## src/rtl/apb_regbank_pkg.sv

```systemverilog
// ============================================================================
// Module      : apb_regbank_pkg
// Description : Shared types and constants for the APB register bank.
// Revision    : 1.0 - initial release
// ============================================================================
`default_nettype none

package apb_regbank_pkg;

    localparam int WAIT_CNT_W = 4;

    typedef enum logic [0:0] {
        ST_IDLE   = 1'b0,
        ST_ACCESS = 1'b1
    } state_e;

endpackage

`default_nettype wire

```

## src/rtl/apb_regbank_storage.sv

```systemverilog
// ============================================================================
// Module      : apb_regbank_storage
// Description : Word register array with byte-lane write strobes.
// Revision    : 1.0 - initial release
// ============================================================================
`default_nettype none

module apb_regbank_storage #(
    parameter int               DATA_WIDTH = 32,
    parameter int               NBYTES     = DATA_WIDTH / 8,
    parameter int               NREGS      = 8,
    parameter logic [NREGS-1:0] RO_MASK    = 8'h80
) (
    input  logic                          clk,
    input  logic                          rst,
    input  logic                          we_i,
    input  logic [$clog2(NREGS)-1:0]      idx_i,
    input  logic [NBYTES-1:0]             strb_i,
    input  logic [DATA_WIDTH-1:0]         wdata_i,
    output logic [NREGS*DATA_WIDTH-1:0]   regs_o
);

    localparam int IW = $clog2(NREGS);

    for (genvar i = 0; i < NREGS; i++) begin : g_reg
        if (RO_MASK[i]) begin : g_ro
            // Read-only slots have no storage; their value comes from hw_status.
            assign regs_o[i*DATA_WIDTH +: DATA_WIDTH] = '0;
        end else begin : g_rw
            logic [DATA_WIDTH-1:0] data_q;

            always_ff @(posedge clk) begin
                if (rst) begin
                    data_q <= '0;
                end else if (we_i && (idx_i == IW'(i))) begin
                    for (int b = 0; b < NBYTES; b++) begin
                        if (strb_i[b]) begin
                            data_q[b*8 +: 8] <= wdata_i[b*8 +: 8];
                        end
                    end
                end
            end

            assign regs_o[i*DATA_WIDTH +: DATA_WIDTH] = data_q;
        end
    end

endmodule

`default_nettype wire

```

## src/rtl/apb_regbank.sv

```systemverilog
// ============================================================================
// Module      : apb_regbank
// Description : APB slave register bank with wait states and RO status slots.
// Revision    : 1.0 - initial release
// ============================================================================
`default_nettype none

module apb_regbank
    import apb_regbank_pkg::*;
#(
    parameter int               DATA_WIDTH  = 32,
    parameter int               ADDR_WIDTH  = 32,
    parameter int               NBYTES      = DATA_WIDTH / 8,
    parameter int               NREGS       = 8,
    parameter int               WAIT_STATES = 1,
    parameter logic [NREGS-1:0] RO_MASK     = 8'h80
) (
    input  logic                          PCLK,
    input  logic                          PRESET,
    input  logic                          PSEL,
    input  logic [ADDR_WIDTH-1:0]         PADDR,
    input  logic                          PWRITE,
    input  logic [NBYTES-1:0]             PSTRB,
    input  logic [DATA_WIDTH-1:0]         PWDATA,
    input  logic                          PENABLE,
    output logic [DATA_WIDTH-1:0]         PRDATA,
    output logic                          PREADY,
    output logic                          PSLVERR,
    input  logic [NREGS*DATA_WIDTH-1:0]   hw_status,
    output logic [NREGS*DATA_WIDTH-1:0]   reg_out
);

    localparam int                    IW         = $clog2(NREGS);
    localparam logic [ADDR_WIDTH-1:0] ADDR_LIMIT = ADDR_WIDTH'(NREGS * NBYTES);

    state_e                state_q;
    logic [WAIT_CNT_W-1:0] cnt_q;

    logic [IW-1:0]         w_idx;
    logic                  w_ro;
    logic                  w_err;
    logic                  w_ready;
    logic                  w_we;
    logic [DATA_WIDTH-1:0] w_rdsel;

    assign w_idx = PADDR[IW+1:2];
    assign w_ro  = RO_MASK[w_idx];
    assign w_err = (PADDR[1:0] != 2'b00) || (PADDR >= ADDR_LIMIT) || (PWRITE && w_ro);

    // Reset wins over completion so a transfer caught by reset never writes.
    assign w_ready = !PRESET && PSEL && PENABLE && (state_q == ST_ACCESS) && (cnt_q == '0);
    assign w_we    = w_ready && PWRITE && !w_err;

    assign w_rdsel = w_ro ? hw_status[int'(w_idx)*DATA_WIDTH +: DATA_WIDTH]
                          : reg_out[int'(w_idx)*DATA_WIDTH +: DATA_WIDTH];

    assign PREADY  = w_ready;
    assign PSLVERR = w_ready && w_err;
    assign PRDATA  = (w_ready && !PWRITE && !w_err) ? w_rdsel : '0;

    always_ff @(posedge PCLK) begin
        if (PRESET) begin
            state_q <= ST_IDLE;
            cnt_q   <= '0;
        end else begin
            case (state_q)
                ST_IDLE: begin
                    if (PSEL && !PENABLE) begin
                        state_q <= ST_ACCESS;
                        cnt_q   <= WAIT_CNT_W'(WAIT_STATES);
                    end
                end
                ST_ACCESS: begin
                    if (!PSEL) begin
                        state_q <= ST_IDLE;
                        cnt_q   <= '0;
                    end else if (PENABLE) begin
                        if (cnt_q != '0) begin
                            cnt_q <= cnt_q - WAIT_CNT_W'(1);
                        end else begin
                            state_q <= ST_IDLE;
                        end
                    end
                end
                default: begin
                    state_q <= ST_IDLE;
                    cnt_q   <= '0;
                end
            endcase
        end
    end

    apb_regbank_storage #(
        .DATA_WIDTH (DATA_WIDTH),
        .NBYTES     (NBYTES),
        .NREGS      (NREGS),
        .RO_MASK    (RO_MASK)
    ) u_storage (
        .clk     (PCLK),
        .rst     (PRESET),
        .we_i    (w_we),
        .idx_i   (w_idx),
        .strb_i  (PSTRB),
        .wdata_i (PWDATA),
        .regs_o  (reg_out)
    );

endmodule

`default_nettype wire

```

## config.mk

```make
export PLATFORM = sky130hd
export DESIGN_NAME = apb_regbank
export DESIGN_NICKNAME = d
export VERILOG_FILES = /design/src/rtl/apb_regbank_pkg.sv /design/src/rtl/apb_regbank_storage.sv /design/src/rtl/apb_regbank.sv
export SDC_FILE = /design/constraint.sdc
export NUM_CORES = 1
export LEC_CHECK = 0
export ABC_AREA = 1
export CAP_MARGIN = 20
export CORE_AREA = 2 2 241 243
export DETAILED_ROUTE_END_ITERATION = 7
export DIE_AREA = 0 0 243 245
export GPL_TIMING_DRIVEN = 0
export MAX_ROUTING_LAYER = met4
export PLACE_DENSITY = 0.61
export SETUP_SLACK_MARGIN = 0.4
export SLEW_MARGIN = 20
export SYNTH_ARGS = -nofsm -noshare
export SYNTH_HDL_FRONTEND = slang
export SYNTH_HIERARCHICAL = 1
export SYNTH_SLANG_ARGS = --single-unit
export TNS_END_PERCENT = 100
```

## constraint.sdc

```tcl
create_clock -name PCLK -period 2.46 [get_ports PCLK]
set_input_delay 0.738 -clock PCLK [delete_from_list [all_inputs] [get_ports PCLK]]
set_output_delay 0.738 -clock PCLK [all_outputs]
set_load 0.1 [all_outputs]
```

==> summary.md, run 1 <==
| Metric | Value |
|---|---|
| Final clock skew | 0.0106 ns |
| Final nets | 3283 |
| DR pass1 iterations | 6 |
| Max Cap Viol | 0 |
| CP Launch Type | input pin |
| CP Class | in -> out |
| Routed wire per std cell | 20.6 um |
| VDD IR-drop max | just under 0.5 mV |
| Largest net degree at the start of global routing | 15 |
| Dpl hpwl | around 58000 um |
| Vias per cell | between 4 and 5 |
| Unique cell type count in the Yosys netlist | 27 |
| Fillers | a little over 6000 |
| Cell depth of the worst flop-to-flop path | 18 |
| CTS Root Cell | clkbuf_16 |
| Global-route wire length before repair | ~110000 um |
| Hold depth | 4 |
| Via Count | 16900 |
| Worst slew pin tran | about 1.1 ns |
| Routability cong. | between 0.9 and 1 |
| Routed Wire Length | 77000 um |
| H-tree Lvls | 1 |
| Setup WS post-layout | -0.656 ns |
| Worst hold path type | reg -> reg |
| WP data arrival | around 2.4 ns |
| Relative slew slack | 29.7% |
| Pwr Density | about 430 nW/um^2 |
| Outcome | complete, but fails checks |
| Synth warn | 6 |
| Flops & latches, synth | ~230 |
| P_leak | approximately 11 nW |
| Worst Path Required | roughly 1.7 ns |
| DRT antenna net count | 0 |
| Reg2Reg Setup Slack | -0.10 ns |
| Worst flop-to-flop path endpoint | u_storage/g_reg[0].g_rw.data_q[26]$_SDFFE_PP0P_ |
| Chip width | between 200 and 250 um |
| Core area | about 57000 um^2 |
| Layout cells sized above 1 | a little over a quarter |
| Final-report hold violation count | 0 |
| Fmax | about 320 MHz |
| Final Critical Period | about 3.1 ns |
| Initial antenna violation count | 6 |
| Rows | between 80 and 90 |
| Total grt overflow | 0 |
| Area after DPL | around 20000 um^2 |
| Chip height | between 200 and 250 um |
| Die Area | 59500 um^2 |
| Sequential share of the synthesized area | between 30% and 40% |
| Drc violations | 0 |
| Clk buf depth | 3 |
| Total CTS buffers | 29 |
| Mapped Avg Cell Area | 5.62 um^2 |
| Hold Crit Start | u_storage/g_reg[1].g_rw.data_q[20]$_SDFFE_PP0P_ |
| Number of global-route vias before repair | roughly 16000 |
| RSZ-0062 raised after global routing | true |
| Final instance area | between 20000 and 25000 um^2 |
| Placed instance count | 3609 |
| Mapped Area | ~14000 um^2 |
| CTS sink cnt | 229 |
| Final setup fails | roughly 260 |
| Post-synth top area share | approximately a third |
| CTS tree | done |
| RR Startpoint | cnt_q[0]$_SDFFE_PP0P_ |
| PortBufs | ~360 |
| Final Cycle Share | 127% |
| Starting Density | roughly a quarter |
| Post-Place Worst Slack | -3.12 ns |
| Synth area leader | dfxtp_1 |
| Clock latency on the worst-skew pair | roughly 0.57 ns |
| Reg clk slew, reported paths | ~0.060 ns |
| Synth area leaders | dfxtp_1 (33%), nand2_1 (21%), nor2_1 (13%), inv_1 (12%), nand3_1 (7.7%) |
| CP max FO | 7 |
| P&R area growth vs syn | 66.0% |
| Pins Over Slew Limit | 0 |
| Syn Inst Count | roughly 2500 |
| GRT Total Usage | around a quarter |
| CP Capture Type | primary output |
| Drt initial violations | approximately 1300 |
| IO Pins | just over 600 |
| Hold Path Sink | u_storage/g_reg[1].g_rw.data_q[20]$_SDFFE_PP0P_ |
| Fin cells | about 3700 |
| Failing checks | setup timing |
## Yosys cell counts (all sizes together)
cell type and count:
a21oi 37, buf 111, clkbuf 50, clkinv 1, conb 1, dfxtp 229, ha 1, inv 451
nand2 758, nand3 214, nand4 33, nor2 464, nor3 32, o211a 1, o211ai 1, o21ai 49
o22ai 17, or2 1
## area by class of cell
cell class                      instances  area, um^2  area share [%]
Clock buffer                           42         875            3.83
Sequential cell                       229        4590            20.1
Antenna cell                            5        12.5          0.0548
Tap cell                              765         957            4.19
Timing Repair Buffer                  441        4640            20.3
Inverter                              452        1740            7.61
Clock inverter                         10        86.3           0.378
Multi-Input combinational cell       1640        8490            37.1
Buffer                                160        1470            6.42
## kinds of logic after synthesis
| family | synth area share (%) |
|---|---|
| adder cells (fa/ha/maj) | 0.0909 |
| flip-flops | 33.3 |
| buffers and inverters | 18.3 |
| AND/OR/NAND/NOR | 44.2 |
| other | 0.0272 |
| AO/OA/AOI/OAI | 4.03 |
## layer usage
metal | global-route usage, % | wire length, um | part of all wire [%] | vias up
met5 | - | 0 | 0 | -
met4 | 6.26 | 2280 | 3.0 | 0
met3 | 6.61 | 7650 | 9.9 | 109
met2 | 40.1 | 34200 | 44 | 739
met1 | 32.7 | 32900 | 43 | 7753
li1 | - | - | - | 8255
## sequential cells by signal, indices dropped and copies added, names as in the netlist
register	flops
u_storage/g.g_rw.data_q	224
state_q	1
cnt_q	4
## power breakdown
part | switching [W] | internal, W | total [W] | leakage, nW
clock | 0.00179 | 0.00255 | 0.00434 | 0.471
combinational | 0.00120 | 0.000538 | 0.00174 | 8.73
sequential | 0.00000621 | 0.00372 | 0.00372 | 1.84
total | 0.00299 | 0.00681 | 0.00980 | 11.0
## cells in the final DEF (no fill, tap or decap), types with 10 or more instances in the layout
| cell | netlist | layout |
|---|---|---|
| buf_16 | 0 | 10 |
| conb_1 | 1 | 32 |
| nand2_2 | 0 | 40 |
| o21ai_2 | 0 | 16 |
| clkbuf_4 | 0 | 71 |
| clkdlybuf4s50_1 | 0 | 68 |
| nand3_4 | 2 | 19 |
| o22ai_1 | 17 | 17 |
| o21ai_0 | 20 | 14 |
| nand2_1 | 758 | 695 |
| nor2_1 | 459 | 433 |
| inv_1 | 448 | 440 |
| buf_4 | 39 | 190 |
| nand3_2 | 1 | 91 |
| dfxtp_1 | 229 | 227 |
| buf_12 | 0 | 61 |
| nand3_1 | 211 | 104 |
| nand2_4 | 0 | 18 |
| nor3_4 | 0 | 31 |
| buf_6 | 1 | 86 |
| dlygate4sd2_1 | 0 | 17 |
| a21oi_2 | 0 | 18 |
| o21ai_1 | 29 | 15 |
| clkbuf_16 | 0 | 35 |
| a21oi_1 | 37 | 13 |
| buf_1 | 18 | 15 |
| clkbuf_8 | 0 | 20 |
| nor2_2 | 2 | 15 |
| clkdlybuf4s15_1 | 0 | 10 |
| nor2_4 | 3 | 16 |
| nand4_1 | 33 | 33 |
| clkbuf_1 | 50 | 27 |
## worst max-delay path by stage
| stage | start | slack [ns] | cells past startpoint | to |
|---|---|---|---|---|
| 3_5_place_dp | PADDR[2] | -3.12 | 9 | PRDATA[24] |
| 5_1_grt | PADDR[31] | -0.75 | 11 | PRDATA[24] |
| 6_report | PADDR[3] | -0.66 | 11 | PRDATA[0] |
| 2_1_floorplan | PADDR[1] | -0.69 | 7 | PRDATA[21] |
| 3_3_place_gp | PADDR[2] | -3.12 | 9 | PRDATA[25] |
| 4_1_cts | cnt_q[1]$_SDFFE_PP0P_ | -0.72 | 11 | PRDATA[3] |
## metrics by stage
stage,power [W],hold slack [ns],util (%),TNS (ns)
finish,0.00980,0.517,40.1,-89.24
global route,0.0101,0.553,40.1,-116.26
CTS,0.00975,0.516,39.2,-96.34
detailed placement,0.00526,0.505,34.7,-325.12
global placement,0.00526,0.505,34.7,-323.90
floorplan,0.00469,0.494,-,-21.78
## critical path, cell delays in order
cell and delay [ns]:
buf_12 0.11, buf_12 0.13, buf_12 0.12, buf_16 0.13, nand3_4 0.14, buf_6 0.13
nand2_2 0.05, o21ai_2 0.19, nand2_2 0.09, nor3_4 0.29, buf_12 0.22
## repair_timing
| action | in CTS | in global routing |
|---|---|---|
| cloned | 10 | 5 |
| endpoints found under the setup margin | 482 | 449 |
| resized for setup | 837 | 1013 |
| hold buffers | 0 | 0 |
| buffers inserted | 32 | 32 |
| pin swaps | 78 | 83 |
Note: power is estimated with default switching activity, not from simulation.
==> run 2: changes to the inputs <==
CAP_MARGIN = 0   (was 20)
CORE_AREA = 2 2 240 242   (was 2 2 241 243)
DIE_AREA = 0 0 242 244   (was 0 0 243 245)
PLACE_DENSITY = 0.58   (was 0.61)
SYNTH_HIERARCHICAL = not set   (was 1)
==> run 2 against run 1 <==
The flow still finishes with violations (setup timing). Largest power group unchanged. Final area is 16% lower. Combinational power is 27% lower. Largest cell class unchanged. Critical path type unchanged. Critical endpoint is now PRDATA[11]. Sequential cell count stayed put. Die area is 0.82% lower.
==> summary.md, run 2 <==
| Metric | Value |
|---|---|
| Ys async rst share | 0% (unchanged) |
| Fmax | 318 MHz (-0.95%) |
| CTS Root Cell | clkbuf_16 |
| Area after DPL | 17000 um^2 (-14%) |
| Sequential share of the synthesized area | 38.8% (+5.5 points) |
| IO Pins | 619 (unchanged) |
| Total grt overflow | 0 (unchanged) |
| RSZ-0062 raised after global routing | true |
| Failing checks | setup timing |
| Synth area leaders | dfxtp_1 (39%), nor2_1 (16%), nand2_1 (15%), inv_1 (7.6%), a21oi_1 (4.7%) |
| Count leader, synth | nor2_1 |
| Crit-path cells | buf_8, nand2_4, clkinvlp_4, nand3_2, nand3_2, nor2_4, buf_12, nand3_4, buf_12, clkbuf_16, a21oi_4, buf_12 |
| Mapped Avg Cell Area | 6.38 um^2 (+14%) |
| Final instance area | 19300 um^2 (-16%) |
| Global-route wire length before repair | 95900 um (-12%) |
| Clock latency on the worst-skew pair | 0.58 ns (about the same) |
| Routability cong. | 0.864 (-6.1%) |
| Worst slew pin tran | 0.941 ns (-0.109 ns) |
| Final nets | 2682 (-18%) |
| Layout cells sized above 1 | 28.9% (+1.8 points) |
| Synth area leader | dfxtp_1 |
| DRT met1 WL | 30900 um (-6.1%) |
| Placed instance count | 3001 (-17%) |
| Pwr Density | 488 nW/um^2 (+14%) |
| Mapped Area | 11800 um^2 (-14%) |
| Number of global-route vias before repair | 12900 (-18%) |
| TNS Setup | -19.70 ns (+69.54 ns) |
| Flops & latches, synth | 229 (unchanged) |
| Reg clk slew, reported paths | 0.06 ns (about the same) |
| Unique cell type count in the Yosys netlist | 32 (+19%) |
| Critical path's slowest cell | a21oi_4 |
| Vias per cell | 4.49 (-0.37%) |
| Core area | 56200 um^2 (-1.5%) |
| Final Cycle Share | 128% (+1.2 points) |
| Critical path's top delay family | buffers and inverters |
| Fin util | 34.4% (-5.7 points) |
| Starting Density | 21.0% (-3.1 points) |
| Final setup fails | 33 (-87%) |
| H-tree Lvls | 1 (unchanged) |
| Met2 wire len | 29500 um (-14%) |
| Clk buf depth | 3 (unchanged) |
| Initial antenna violation count | 5 (-1) |
| Final clock skew | 0.0146 ns (+0.00393 ns) |
| Syn Inst Count | 1852 (-24%) |
| CP max FO | 7 (unchanged) |
| Uppermost routed layer | met4 |
| Commonest non-fill, non-tap cells in the layout | nor2_1 (450), nand2_1 (438), buf_4 (281) |
| CP Class | in -> out |
| Relative slew slack | 37.3% (+7.6 points) |
| Post-synth top area share | 38.8% (+5.5 points) |
| Drc violations | 0 (unchanged) |
| VDD IR-drop max | 0.445 mV (-9.5%) |
| Largest regs | u_storage.g.g_rw.data_q: 224 flops, cnt_q: 4 flops, state_q: 1 flops |
| Hold-fix buffer count after cts | 0 (unchanged) |
| CP Launch Type | input pin |
| Chip height | 244 um (-0.41%) |
| Max Cap Viol | 0 (unchanged) |
| Delay of the slowest critical-path stage | 0.21 ns (-0.08 ns) |
| Pins Over Slew Limit | 0 (unchanged) |
| P_leak | 9.64 nW (-13%) |
| CP Capture Type | primary output |
| Rows | 87 (-1.1%) |
| CTS sink cnt | 229 (unchanged) |
| Buf/Inv on CP | 6 (unchanged) |
| Drt initial violations | 1389 (+8.7%) |
| GRT Total Usage | 23.5% (-2.0 points) |
| Worst Path Required | 1.72 ns (about the same) |
| Hold slack | 0.443 ns (-0.0743 ns) |
| Commonest non-fill, non-tap cell in the layout | nor2_1 |
| Met3 Wirelength | 7730 um (+1.0%) |
| P&R area growth vs syn | 63.3% |
| PortBufs | 361 (-0.28%) |
| Synth Flop Type | dfxtp_1 |
| Fin cells | 3134 (-16%) |
| WP data arrival | 2.41 ns (+0.03 ns) |
| Die Area | 59000 um^2 (-0.82%) |
| Routed wire per std cell | 22.5 um (+9.2%) |
| Via Count | 14100 (-17%) |
| Total CTS buffers | 28 (-3.4%) |
| Routed Wire Length | 70400 um (-8.6%) |
| Chip width | 242 um (-0.41%) |
| Outcome | complete, but fails checks |
| Largest register FFs | 224 (unchanged) |
| Setup WS post-layout | -0.686 ns (-0.0299 ns) |
| Worst hold path type | in -> reg |
| Number of synthesized flops with an enable pin | 0 (unchanged) |
| Final Critical Period | 3.15 ns (+0.0299 ns) |
| Largest net degree at the start of global routing | 15 (unchanged) |
| Dpl hpwl | 50600 um (-13%) |
| Synth warn | 0 (-6) |
| DRT antenna net count | 0 (unchanged) |
| DR pass1 iterations | 8 (+2) |
| Top cells by count, synth | nor2_1 (516), nand2_1 (468), inv_1 (240), dfxtp_1 (229), a21oi_1 (112) |
| Most Frequent Cell on Critical Path | buf_12 |
| Largest Register | u_storage.g.g_rw.data_q |
| Final-report hold violation count | 0 (unchanged) |
| CTS tree | done |
==> run 2: worst paths after layout <==
check	from	end	slack [ns]	depth (start not counted)
worst max-delay path	PADDR[2]	PRDATA[11]	-0.69	12
worst min-delay path	PRESET	state_q$_SDFF_PP0_	0.44	2
worst max register to register	cnt_q[0]$_SDFFE_PP0P_	u_storage.g_reg[5].g_rw.data_q[2]$_SDFFE_PP0P_	0.41	11
worst min register to register	state_q$_SDFF_PP0_	state_q$_SDFF_PP0_	0.52	2
==> run 2: metal layers <==
metal / GRT usage [%] / vias to the layer above
met5: - / -
met4: 6.86 / 0
met3: 7.81 / 127
met2: 34.0 / 807
met1: 31.0 / 6464
li1: - / 6659
==> run 2: area by class of cell <==
class	count	area, um^2
Sequential cell	229	4590
Clock buffer	42	853
Buffer	125	1200
Tap cell	756	946
Clock inverter	10	120
Multi-Input combinational cell	1287	6390
Timing Repair Buffer	439	4260
Antenna cell	4	10.0
Inverter	242	932
Fill cell	6131	36900
==> run 2: timing repair <==
action                                  4_1_cts  5_1_grt
gates cloned                                  3        3
setup buffers                                50       21
endpoints found under the setup margin      482      284
pin swaps                                    45       51
gates resized for setup                    1874      219
==> run 2: cell families (layout without fill, tap and decap cells) <==
logic type                 Yosys count  after routing  share of synthesized area (%)
other                                1             36                         0.0317
DFF                                229            229                           38.8
xor gates and xnor gates             1              1                         0.0741
AOI/OAI and AO/OA                  221            221                           10.7
adders and majority gates            1              1                          0.106
and+or+nand+nor                   1032           1032                           36.0
buffers and inverters              367            858                           14.3
==> run 2: report_power, final <==
part	internal [W]	leakage (nW)	switching, W
Sequential	0.00371	1.85	0.00000494
Clock	0.00260	0.477	0.00182
Combinational	0.000373	7.31	0.000898
Total	0.00669	9.64	0.00272
==> run 2: through the flow <==
stage / total power, W / worst slack [ns]
after floorplan: 0.00442 / -0.762
after global placement: 0.00496 / -3.22
after detailed placement: 0.00496 / -3.25
after CTS: 0.00938 / -0.773
after global routing: 0.00964 / -0.744
final: 0.00941 / -0.686
